--- src/rtl/data_island_pkg.sv ---
// Shared types and constants for the HDMI data-island scheduler.
// The optional DATA_ISLAND_NULL_SKIP_EN build macro is consumed by data_island_scheduler.
package data_island_pkg;

  typedef enum logic [2:0] {
    MODE_CONTROL      = 3'd0,
    MODE_VIDEO        = 3'd1,
    MODE_VIDEO_GUARD  = 3'd2,
    MODE_ISLAND       = 3'd3,
    MODE_ISLAND_GUARD = 3'd4
  } mode_t;

  typedef enum logic [2:0] {
    ST_IDLE        = 3'd0,
    ST_PREAMBLE    = 3'd1,
    ST_LEAD_GUARD  = 3'd2,
    ST_PACKET      = 3'd3,
    ST_TRAIL_GUARD = 3'd4
  } island_state_t;

  localparam logic [3:0] CTL_VIDEO_PREAMBLE  = 4'b0001;
  localparam logic [3:0] CTL_ISLAND_PREAMBLE = 4'b0101;

  localparam int PREAMBLE_LEN = 8;
  localparam int GUARD_LEN    = 2;
  localparam int PACKET_LEN   = 32;

endpackage

--- src/rtl/video_period_marker.sv ---
// Decodes cx/cy into the video-related period: active video, the video
// preamble/guard band ahead of an active line, and the field-end point.
// Purely combinational; the scheduler top registers the result.
module video_period_marker
  import data_island_pkg::*;
#(
  parameter int BIT_WIDTH     = 12,
  parameter int BIT_HEIGHT    = 11,
  parameter int FRAME_WIDTH   = 800,
  parameter int FRAME_HEIGHT  = 525,
  parameter int SCREEN_WIDTH  = 640,
  parameter int SCREEN_HEIGHT = 480
) (
  input  logic [BIT_WIDTH-1:0]  cx_i,
  input  logic [BIT_HEIGHT-1:0] cy_i,
  output mode_t                 vid_mode_o,
  output logic [3:0]            vid_ctl_o,
  output logic                  field_end_o
);

  localparam logic [BIT_WIDTH-1:0]  SW_X      = BIT_WIDTH'(SCREEN_WIDTH);
  localparam logic [BIT_WIDTH-1:0]  PRE_FIRST = BIT_WIDTH'(FRAME_WIDTH - 10);
  localparam logic [BIT_WIDTH-1:0]  PRE_LAST  = BIT_WIDTH'(FRAME_WIDTH - 3);
  localparam logic [BIT_WIDTH-1:0]  GRD_FIRST = BIT_WIDTH'(FRAME_WIDTH - 2);
  localparam logic [BIT_WIDTH-1:0]  LAST_X    = BIT_WIDTH'(FRAME_WIDTH - 1);
  localparam logic [BIT_HEIGHT-1:0] SH_Y      = BIT_HEIGHT'(SCREEN_HEIGHT);
  localparam logic [BIT_HEIGHT-1:0] LAST_Y    = BIT_HEIGHT'(FRAME_HEIGHT - 1);

  logic [BIT_HEIGHT-1:0] next_y;
  logic                  next_active;

  assign next_y      = (cy_i == LAST_Y) ? '0 : cy_i + 1'b1;
  assign next_active = (next_y < SH_Y);

  // Active video wins; otherwise the tail of a line preceding an active line carries preamble then guard.
  always_comb begin
    vid_mode_o = MODE_CONTROL;
    vid_ctl_o  = 4'b0000;
    if (cx_i < SW_X && cy_i < SH_Y) begin
      vid_mode_o = MODE_VIDEO;
    end else if (next_active && cx_i >= GRD_FIRST && cx_i <= LAST_X) begin
      vid_mode_o = MODE_VIDEO_GUARD;
    end else if (next_active && cx_i >= PRE_FIRST && cx_i <= PRE_LAST) begin
      vid_ctl_o = CTL_VIDEO_PREAMBLE;
    end
  end

  assign field_end_o = (cx_i == LAST_X) && (cy_i == LAST_Y);

endmodule

--- src/rtl/data_island_scheduler.sv ---
// Per-line HDMI period sequencer: video/control periods from the marker plus
// one data island per line in horizontal blanking.
// Build macro DATA_ISLAND_NULL_SKIP_EN: end the island early once the packet
// picker reports no pending content (first packet always sent).
module data_island_scheduler
  import data_island_pkg::*;
#(
  parameter int BIT_WIDTH     = 12,
  parameter int BIT_HEIGHT    = 11,
  parameter int FRAME_WIDTH   = 800,
  parameter int FRAME_HEIGHT  = 525,
  parameter int SCREEN_WIDTH  = 640,
  parameter int SCREEN_HEIGHT = 480,
  parameter int ISLAND_OFFSET = 4,
  parameter int MAX_PACKETS   = 18
) (
  input  logic                  clk_pixel,
  input  logic                  reset,
  input  logic [BIT_WIDTH-1:0]  cx,
  input  logic [BIT_HEIGHT-1:0] cy,
  input  logic                  island_enable,
  input  logic                  packet_pending,
  output mode_t                 mode,
  output logic [3:0]            ctl,
  output logic                  packet_enable,
  output logic [4:0]            packet_pixel_counter,
  output logic                  video_field_end
);

  // 26 = island preamble + both island guards + minimum control + video preamble + video guard.
  localparam int RAW_PACKETS = (FRAME_WIDTH - SCREEN_WIDTH - ISLAND_OFFSET - 26) / PACKET_LEN;
  localparam int NUM_PACKETS = (RAW_PACKETS < MAX_PACKETS) ? RAW_PACKETS : MAX_PACKETS;
  localparam int PW          = $clog2(MAX_PACKETS + 1);

  localparam logic [BIT_WIDTH-1:0] ISLAND_START = BIT_WIDTH'(SCREEN_WIDTH + ISLAND_OFFSET);
  localparam logic [4:0]           PRE_LAST     = 5'(PREAMBLE_LEN - 1);
  localparam logic [4:0]           GRD_LAST     = 5'(GUARD_LEN - 1);
  localparam logic [4:0]           GRD_PENULT   = 5'(GUARD_LEN - 2);
  localparam logic [4:0]           PKT_LAST     = 5'(PACKET_LEN - 1);
  localparam logic [4:0]           PKT_PENULT   = 5'(PACKET_LEN - 2);
  localparam logic [PW-1:0]        FINAL_PKT    = PW'(NUM_PACKETS - 1);

  if (NUM_PACKETS < 1) begin : g_no_room
    $error("data_island_scheduler: horizontal blanking too short for one data island");
  end

  mode_t         vid_mode;
  logic [3:0]    vid_ctl;
  logic          vid_field_end;
  island_state_t state_q;
  logic [4:0]    cnt_q;
  logic [PW-1:0] pkt_q;
  logic          more_pkts;

  video_period_marker #(
    .BIT_WIDTH    (BIT_WIDTH),
    .BIT_HEIGHT   (BIT_HEIGHT),
    .FRAME_WIDTH  (FRAME_WIDTH),
    .FRAME_HEIGHT (FRAME_HEIGHT),
    .SCREEN_WIDTH (SCREEN_WIDTH),
    .SCREEN_HEIGHT(SCREEN_HEIGHT)
  ) u_marker (
    .cx_i       (cx),
    .cy_i       (cy),
    .vid_mode_o (vid_mode),
    .vid_ctl_o  (vid_ctl),
    .field_end_o(vid_field_end)
  );

  // Decided at pixel 30 so the strobe lands on pixel 31; the registered strobe then steers the FSM.
`ifdef DATA_ISLAND_NULL_SKIP_EN
  assign more_pkts = (pkt_q != FINAL_PKT) && packet_pending;
`else
  logic unused_pending;
  assign unused_pending = packet_pending;
  assign more_pkts      = (pkt_q != FINAL_PKT);
`endif

  // Island FSM with registered outputs; outputs default to the video marker and island states override.
  always_ff @(posedge clk_pixel) begin
    if (reset) begin
      state_q              <= ST_IDLE;
      cnt_q                <= '0;
      pkt_q                <= '0;
      mode                 <= MODE_CONTROL;
      ctl                  <= 4'b0000;
      packet_enable        <= 1'b0;
      packet_pixel_counter <= '0;
      video_field_end      <= 1'b0;
    end else begin
      mode                 <= vid_mode;
      ctl                  <= vid_ctl;
      packet_enable        <= 1'b0;
      packet_pixel_counter <= '0;
      video_field_end      <= vid_field_end;
      if (state_q != ST_IDLE && cx == '0) begin
        // Timing generator restarted the line under us: drop the island.
        state_q <= ST_IDLE;
        cnt_q   <= '0;
        pkt_q   <= '0;
      end else begin
        case (state_q)
          ST_IDLE: begin
            if (cx == ISLAND_START && island_enable) begin
              state_q <= ST_PREAMBLE;
              cnt_q   <= '0;
              pkt_q   <= '0;
              mode    <= MODE_CONTROL;
              ctl     <= CTL_ISLAND_PREAMBLE;
            end
          end
          ST_PREAMBLE: begin
            if (cnt_q == PRE_LAST) begin
              state_q <= ST_LEAD_GUARD;
              cnt_q   <= '0;
              mode    <= MODE_ISLAND_GUARD;
              ctl     <= 4'b0000;
            end else begin
              cnt_q <= cnt_q + 5'd1;
              mode  <= MODE_CONTROL;
              ctl   <= CTL_ISLAND_PREAMBLE;
            end
          end
          ST_LEAD_GUARD: begin
            if (cnt_q == GRD_LAST) begin
              state_q <= ST_PACKET;
              cnt_q   <= '0;
              mode    <= MODE_ISLAND;
              ctl     <= 4'b0000;
            end else begin
              cnt_q         <= cnt_q + 5'd1;
              mode          <= MODE_ISLAND_GUARD;
              ctl           <= 4'b0000;
              packet_enable <= (cnt_q == GRD_PENULT);
            end
          end
          ST_PACKET: begin
            if (cnt_q == PKT_LAST && packet_enable) begin
              cnt_q <= '0;
              pkt_q <= pkt_q + 1'b1;
              mode  <= MODE_ISLAND;
              ctl   <= 4'b0000;
            end else if (cnt_q == PKT_LAST) begin
              state_q <= ST_TRAIL_GUARD;
              cnt_q   <= '0;
              mode    <= MODE_ISLAND_GUARD;
              ctl     <= 4'b0000;
            end else begin
              cnt_q                <= cnt_q + 5'd1;
              mode                 <= MODE_ISLAND;
              ctl                  <= 4'b0000;
              packet_pixel_counter <= cnt_q + 5'd1;
              packet_enable        <= (cnt_q == PKT_PENULT) && more_pkts;
            end
          end
          ST_TRAIL_GUARD: begin
            if (cnt_q == GRD_LAST) begin
              state_q <= ST_IDLE;
              cnt_q   <= '0;
            end else begin
              cnt_q <= cnt_q + 5'd1;
              mode  <= MODE_ISLAND_GUARD;
              ctl   <= 4'b0000;
            end
          end
          default: begin
            state_q <= ST_IDLE;
            cnt_q   <= '0;
          end
        endcase
      end
    end
  end

endmodule
--- config.mk ---
export PLATFORM = sky130hd
export DESIGN_NAME = data_island_scheduler
export DESIGN_NICKNAME = d
export VERILOG_FILES = /design/src/rtl/data_island_pkg.sv /design/src/rtl/video_period_marker.sv /design/src/rtl/data_island_scheduler.sv
export SDC_FILE = /design/constraint.sdc
export NUM_CORES = 1
export LEC_CHECK = 0
export ABC_AREA = 1
export BUFFER_PORTS_ARGS = -buffer_cell sky130_fd_sc_hd__buf_4
export CORE_ASPECT_RATIO = 0.5
export CORE_MARGIN = 8
export CORE_UTILIZATION = 45
export CTS_CLUSTER_DIAMETER = 60
export CTS_CLUSTER_SIZE = 10
export DETAILED_ROUTE_END_ITERATION = 10
export PLACE_DENSITY = 0.71
export SLEW_MARGIN = 20
export SYNTH_ARGS = -nofsm -noshare
export SYNTH_HDL_FRONTEND = slang
export SYNTH_HIERARCHICAL = 1
export SYNTH_SLANG_ARGS = --single-unit
--- constraint.sdc ---
create_clock -name clk_pixel -period 1.6 [get_ports clk_pixel]
set_input_delay 0.16 -clock clk_pixel [delete_from_list [all_inputs] [get_ports clk_pixel]]
set_output_delay 0.16 -clock clk_pixel [all_outputs]
set_load 0.1 [all_outputs]
; ---- Yosys cells after proc, flatten, opt, wreduce, memory -nomap -nowiden
; Index checks and enable logic that the tools add are counted.
[totals]
latchBits = 0
regBits = 27
out_inout_bits = 14
ram_bits = 0
in_bits = 27
memories = 0
rom_bits = 0
wordCells = 97
[op_classes]
div = 0
n_eq_ne = 19
reduce_logical = 21
n_mux = 38
bitwise_logic = 1
n_lt_le_gt_ge = 7
shift = 0
addsub = 3
mul = 0
[op_table]
columns = op, count
row1 = $mux W3, 15
row2 = $mux W5, 6
row3 = $pmux W3 S5, 2
row4 = $eq A12 B10 Y1 const B, 2
row5 = $ge A12 B10 Y1 const B, 2
row6 = $le A12 B10 Y1 const B, 2
row7 = $lt A11 B9 Y1 const B, 2
row8 = $mux W4, 5
row9 = $pmux W5 S4, 1
row10 = $pmux W4 S4, 1
row11 = $ne A2 B2 Y1 const B, 7
row12 = $logic_not A12 Y1, 1
row13 = $lt A12 B10 Y1 const B, 1
row14 = $add A11 B1 Y11 const B, 1
row15 = $eq A11 B10 Y1 const B, 1
row16 = $mux W11, 1
row17 = $add A5 B1 Y5 const B, 2
row18 = $eq A5 B5 Y1 const B, 2
row19 = $logic_and A1 B1 Y1, 10
row20 = $pmux W5 S2, 1
row21 = $eq A3 B2 Y1 const B, 2
row22 = $reduce_and A6 Y1, 1
row23 = $reduce_or A2 Y1, 3
row24 = $eq A5 B1 Y1 const B, 1
row25 = 14 further kinds, 17

; ---- Logic depth before layout (Yosys ltp)
[logic_depth]
depth_word = 11
ltp_mapped = 12
mapped_depth_nobuf = 12

; ---- Hierarchy
; The synthesis kept the hierarchy.
[modules_own_cells]
columns = module, seq_area_each_um2, cells_each, area_each_um2, n_inst
row1 = data_island_scheduler, 540.5, 226, 1481.4, 1
row2 = video_period_marker, 0.0, 64, 300.3, 1

; ---- Least setup slack after synthesis
; Ideal clock, no wire load.
[synth_path]
path_kind = register to register
from = reg packet_enable
to = reg pkt_q[1]
setup_ps = 116
slack_ps = -157
required_time_ps = 1484
path_stages_with_launch = 6
synth_period_minus_slack_ps = 1757
path_buffers = 0
t_arrival_ps = 1641
path_cell_list = dfxtp_1 -> nand2_1 -> o22ai_4 -> nand2_1 -> nand2_1 -> a21oi_1
[synth_via]
elab_chain_len = 3
[synth_lines]
columns = element, line
row1 = from (decl), data_island_scheduler.sv:25  ; output logic packet_enable,
row2 = from (signal assigned), data_island_scheduler.sv:134  ; packet_enable <= (cnt_q == GRD_PENULT);
row3 = from (signal assigned), data_island_scheduler.sv:153  ; packet_enable <= (cnt_q == PKT_PENULT) && more_pkts;
row4 = $logic_and A1 B1 Y1, data_island_scheduler.sv:138  ; if (cnt_q == PKT_LAST && packet_enable) begin
row5 = $ne A2 B2 Y1 (no line), n/a
row6 = $reduce_and A3 Y1 (no line), n/a
row7 = to (signal assigned), data_island_scheduler.sv:140  ; pkt_q <= pkt_q + 1'b1;
row8 = to (decl), data_island_scheduler.sv:52  ; logic [PW-1:0] pkt_q;
; No other way between the ends.
; A chain may end at the register's enable or synchronous reset.

; ---- Worst setup path after layout
[layout_path]
from = reg cnt_q[1]
to = reg mode[1]
[layout_via]
elab_chain_len = 5
word_cells_on_any_way = 9
classes_between = eq/ne: 2 / mux: 6 / reduce/logical: 1
[layout_lines]
columns = element, line
row1 = from (decl), data_island_scheduler.sv:51  ; logic [4:0] cnt_q;
row2 = from (signal assigned), data_island_scheduler.sv:119  ; cnt_q <= cnt_q + 5'd1;
row3 = from (signal assigned), data_island_scheduler.sv:131  ; cnt_q <= cnt_q + 5'd1;
row4 = from (signal assigned), data_island_scheduler.sv:149  ; cnt_q <= cnt_q + 5'd1;
row5 = $eq A5 B5 Y1, "data_island_scheduler.sv:138, data_island_scheduler.sv:143"
row6 = $mux W3 or $logic_and A1 B1 Y1 (tied branches), "data_island_scheduler.sv:143, data_island_scheduler.sv:138"
row7 = $mux W3, data_island_scheduler.sv:138
row8 = $pmux W3 S5 *, data_island_scheduler.sv:102  ; case (state_q)
row9 = $mux W3 *, data_island_scheduler.sv:96  ; if (state_q != ST_IDLE && cx == '0) begin
row10 = to (signal assigned), data_island_scheduler.sv:91  ; mode <= vid_mode;
row11 = to (decl), data_island_scheduler.sv:23  ; output mode_t mode,
; Mark *: on every way between the ends. The rest lies on a longest branch, timed or not.

==> results.txt <==
- The critical path in this run is classified as reg -> reg.
* Final hold viol count: 0
- The endpoint identified for the worst register-to-register timing path is mode[1]$_SDFF_PP0_.
- Counting cells, the worst reg-to-reg path comes to 12.
- Routability cong.: 0.971
- Cells with a size suffix above 1 make up 30.0% of the layout.
- Using the TritonRoute via totals, the vias-per-cell ratio works out to 4.90.
- Hold WS: 0.0827 ns
* Signed area change from the synthesized netlist to the final layout: 37.1%
- Cells along the critical path: ha_4 > nand2_4 > nor2_4 > ha_4 > inv_2 > or2_4 > nand2_4 > o21ai_2 > nand3_1 > nand2_1 > inv_1 > a21oi_2
* Setup crit start kind: register
- In this run the static leakage power is 1.13 nW.
- Once detailed placement completed, the half-perimeter wirelength came to 3570 um.
* Synth Area per Inst: 6.14 um^2
* 1st-iter DRT viols: 106
* Worst-case register-to-register setup slack: 0.03 ns
- Initial Util: 46.4%
- Number of I/O pins: 41
- Worst flop-to-flop path startpoint: cnt_q[1]$_SDFFE_PP0P_
* Post-CTS Hold Fix Bufs: 0
- Wire length per cell after detailed routing: 11.5 um
- Synth unique cells: 29
- The worst hold path belongs to the class in -> reg.
- Skew final: 0.00621 ns
- Clock tree from TritonCTS: built
- TritonCTS sink count: 27
- Placement row count: 16
- The slowest stage of the critical path belongs to the cell sky130_fd_sc_hd__dfxtp_4.
- Post-route setup TNS: 0 ns
* Worst Hold Path Cells: 2
* Max-cap violation count: 0
- The library cell used most frequently in the layout, excluding fill and tap cells, is sky130_fd_sc_hd__nand2_1.
- The synthesized design contains 27 register bits.
- The floorplan step set the die width to 105 um.
* Root buffer cell: sky130_fd_sc_hd__clkbuf_8
* Number of buffers created by CTS: 3
* Status: finished, final reports clean
* Vias in the first global route: 1938
* Cells after Synth: 290
- Maximum net fanout on the critical path: 2
- The floorplan step set the die height to 60.5 um.
* Number of optimization iterations in the first detailed-route pass: 5
- Vias: 1979
- Number of placed instances with taps included: 397
* Cell area after synthesis: 1780 um^2
* Maximum number of pins on one net before global-route repair: 15
- Wires add up to 4650 um.
- Required time at the endpoint of the critical path: 1.78 ns
- Hold Crit Endpoint: mode[1]$_SDFF_PP0_
- For this run the aggregate overflow at the end of global routing stands at 0.
- Proportion of synthesized chip area in sequential cells: 30.3%
* Number of buffers on the longest clock path: 2
- Data arrival at the endpoint of the critical path: 1.74 ns
- After the last flow step, the layout net total stands at 384.
* Floorplan die area: 6350 um^2
- At the end of the flow the core is filled with cells to 63.5%.
* Time the final worst path needs with I/O delays and setup: 1.57 ns
- RSZ-0062 raised after global routing: true
- Global routing used 14.5% of the available tracks across all layers.
- Synth warn: 6
- STA classifies the critical path endpoint as a register.
- The clock reaches the later pin of the worst-skew pair after 0.27 ns.
* Worst hold start: reset
- Setup violations remaining at the end of the flow were counted as 0.
- Highest-count cells in the layout ignoring fill and taps: 72 x sky130_fd_sc_hd__nand2_1, 58 x sky130_fd_sc_hd__nor2_1, 56 x sky130_fd_sc_hd__buf_4
- Initial antenna violation count: 0
* Final non-filler cell total: 404
* Port buffer count: 39
- Ratio of final minimum period to clock period: 98.1%
- The count of nets left with antenna violations once routing finished came out at 0.
- Maximum operating frequency: 0.637 GHz
* Power density normalized to cell area: 1040 nW/um^2
* Wire length of the first global-routing pass: 7810 um
- Slowest cell delay on critical path: 0.37 ns
- Number of levels in the clock H-tree: 1
- Residual DRC: 0
- # diodes: 0
- The final-report max-slew violation count came to 0.
- The core region is 3840 um^2.
* Clock slew at reported path FFs: 0.09 ns
- Worst supply voltage drop on vdd: 0.000378 V
- Summing internal, switching and leakage power gives 2.53 mW.
-- flip-flops by register name (all words and copies together), names as in the netlist --
register	flops
cnt_q	5
state_q	3
packet_pixel_counter	5
packet_enable	1
ctl	4
pkt_q	5
mode	3
video_field_end	1
-- worst max-delay path: cells and delay by family, from the launching register on --
family	cells	cell delay (ns)
and+or+nand+nor	6	0.63
buffers and inverters	2	0.09
DFF	1	0.37
adders and majority gates	2	0.28
AOI/OAI and AO/OA	2	0.11
-- report_power, final --
group	total (mW)	leakage, nW	internal, mW	switching (mW)
clock	0.377	0.0228	0.178	0.199
sequential	0.809	0.222	0.750	0.0583
combinational	1.35	0.889	0.474	0.874
-- per-stage QoR --
stage               cell area (um^2)  setup slack [ns]
floorplan                       1820           -0.0126
global placement                2260           -0.0723
detailed placement              2260            -0.119
CTS                             2320           -0.0107
global route                    2440           -0.0675
finish                          2440            0.0308
-- how the worst max path moves through the flow --
stage	to	slack, ns	startpoint	depth (start not counted)
3_3_place_gp	mode[1]$_SDFF_PP0_	-0.07	cnt_q[1]$_SDFFE_PP0P_	12
2_1_floorplan	mode[2]$_SDFF_PP0_	-0.01	cnt_q[1]$_SDFFE_PP0P_	11
3_5_place_dp	mode[1]$_SDFF_PP0_	-0.12	cnt_q[1]$_SDFFE_PP0P_	12
4_1_cts	mode[1]$_SDFF_PP0_	-0.01	cnt_q[0]$_SDFFE_PP0P_	12
5_1_grt	state_q[1]$_SDFFE_PP0P_	-0.07	cnt_q[4]$_SDFFE_PP0P_	9
6_report	mode[1]$_SDFF_PP0_	0.03	cnt_q[1]$_SDFFE_PP0P_	12
-- cell type report --
type / count / area [um^2]
multi-input cells: 221 / 1180
inverters: 40 / 150
clock buffers: 4 / 45.0
fillers: 356 / 1400
well taps: 54 / 67.6
repair buffers: 58 / 443
flip-flops and latches: 27 / 552
-- metal layers --
layer / vias to the layer above / global-route usage (%) / wire, um
li1: 1015 / - / -
met4: 0 / 4.22 / 62
met3: 6 / 4.13 / 326
met2: 81 / 26.5 / 2140
met1: 877 / 16.6 / 2130
met5: - / 0 / 0
-- synthesized netlist by cell type --
master | instances | area, um^2
sky130_fd_sc_hd__nor2_4 | 2 | 22.5
sky130_fd_sc_hd__o22a_1 | 1 | 8.76
sky130_fd_sc_hd__nor2_1 | 62 | 233
sky130_fd_sc_hd__xnor2_1 | 1 | 8.76
sky130_fd_sc_hd__o22ai_4 | 1 | 20.0
sky130_fd_sc_hd__nor3_1 | 1 | 5.00
sky130_fd_sc_hd__nor3_2 | 1 | 10.0
sky130_fd_sc_hd__nand2_2 | 2 | 12.5
sky130_fd_sc_hd__nand4_1 | 3 | 18.8
sky130_fd_sc_hd__nand3_2 | 2 | 20.0
sky130_fd_sc_hd__or2_2 | 1 | 6.26
sky130_fd_sc_hd__a21oi_2 | 1 | 8.76
sky130_fd_sc_hd__xor2_1 | 3 | 26.3
sky130_fd_sc_hd__nand2_4 | 1 | 11.3
sky130_fd_sc_hd__dfxtp_1 | 27 | 541
sky130_fd_sc_hd__buf_6 | 1 | 11.3
sky130_fd_sc_hd__nand2_1 | 78 | 293
sky130_fd_sc_hd__buf_4 | 4 | 30.0
sky130_fd_sc_hd__o21ai_2 | 1 | 8.76
sky130_fd_sc_hd__ha_1 | 6 | 75.1
sky130_fd_sc_hd__a21oi_1 | 15 | 75.1
sky130_fd_sc_hd__conb_1 | 1 | 3.75
sky130_fd_sc_hd__nand3_1 | 22 | 110
sky130_fd_sc_hd__inv_1 | 37 | 139
sky130_fd_sc_hd__or2_1 | 1 | 6.26
sky130_fd_sc_hd__inv_2 | 3 | 11.3
sky130_fd_sc_hd__nor4_1 | 1 | 6.26
sky130_fd_sc_hd__o21ai_0 | 9 | 45.0
sky130_fd_sc_hd__nand3b_1 | 2 | 15.0
-- logic make-up after synthesis --
logic type      synth area share, %
xor+xnor                       1.97
simple gates                   43.2
flops                          30.3
buf+inv                        10.7
fa+ha+maj                      4.21
other cells                   0.210
compound gates                 9.34
-- repair_timing --
action	in CTS	in global routing
setup buffers	0	3
pin swaps	6	20
endpoints found under the hold margin	0	0
gates resized for setup	8	27
endpoints found under the setup margin	11	18
cloned	0	0
Power figures use the tool's default switching activity.
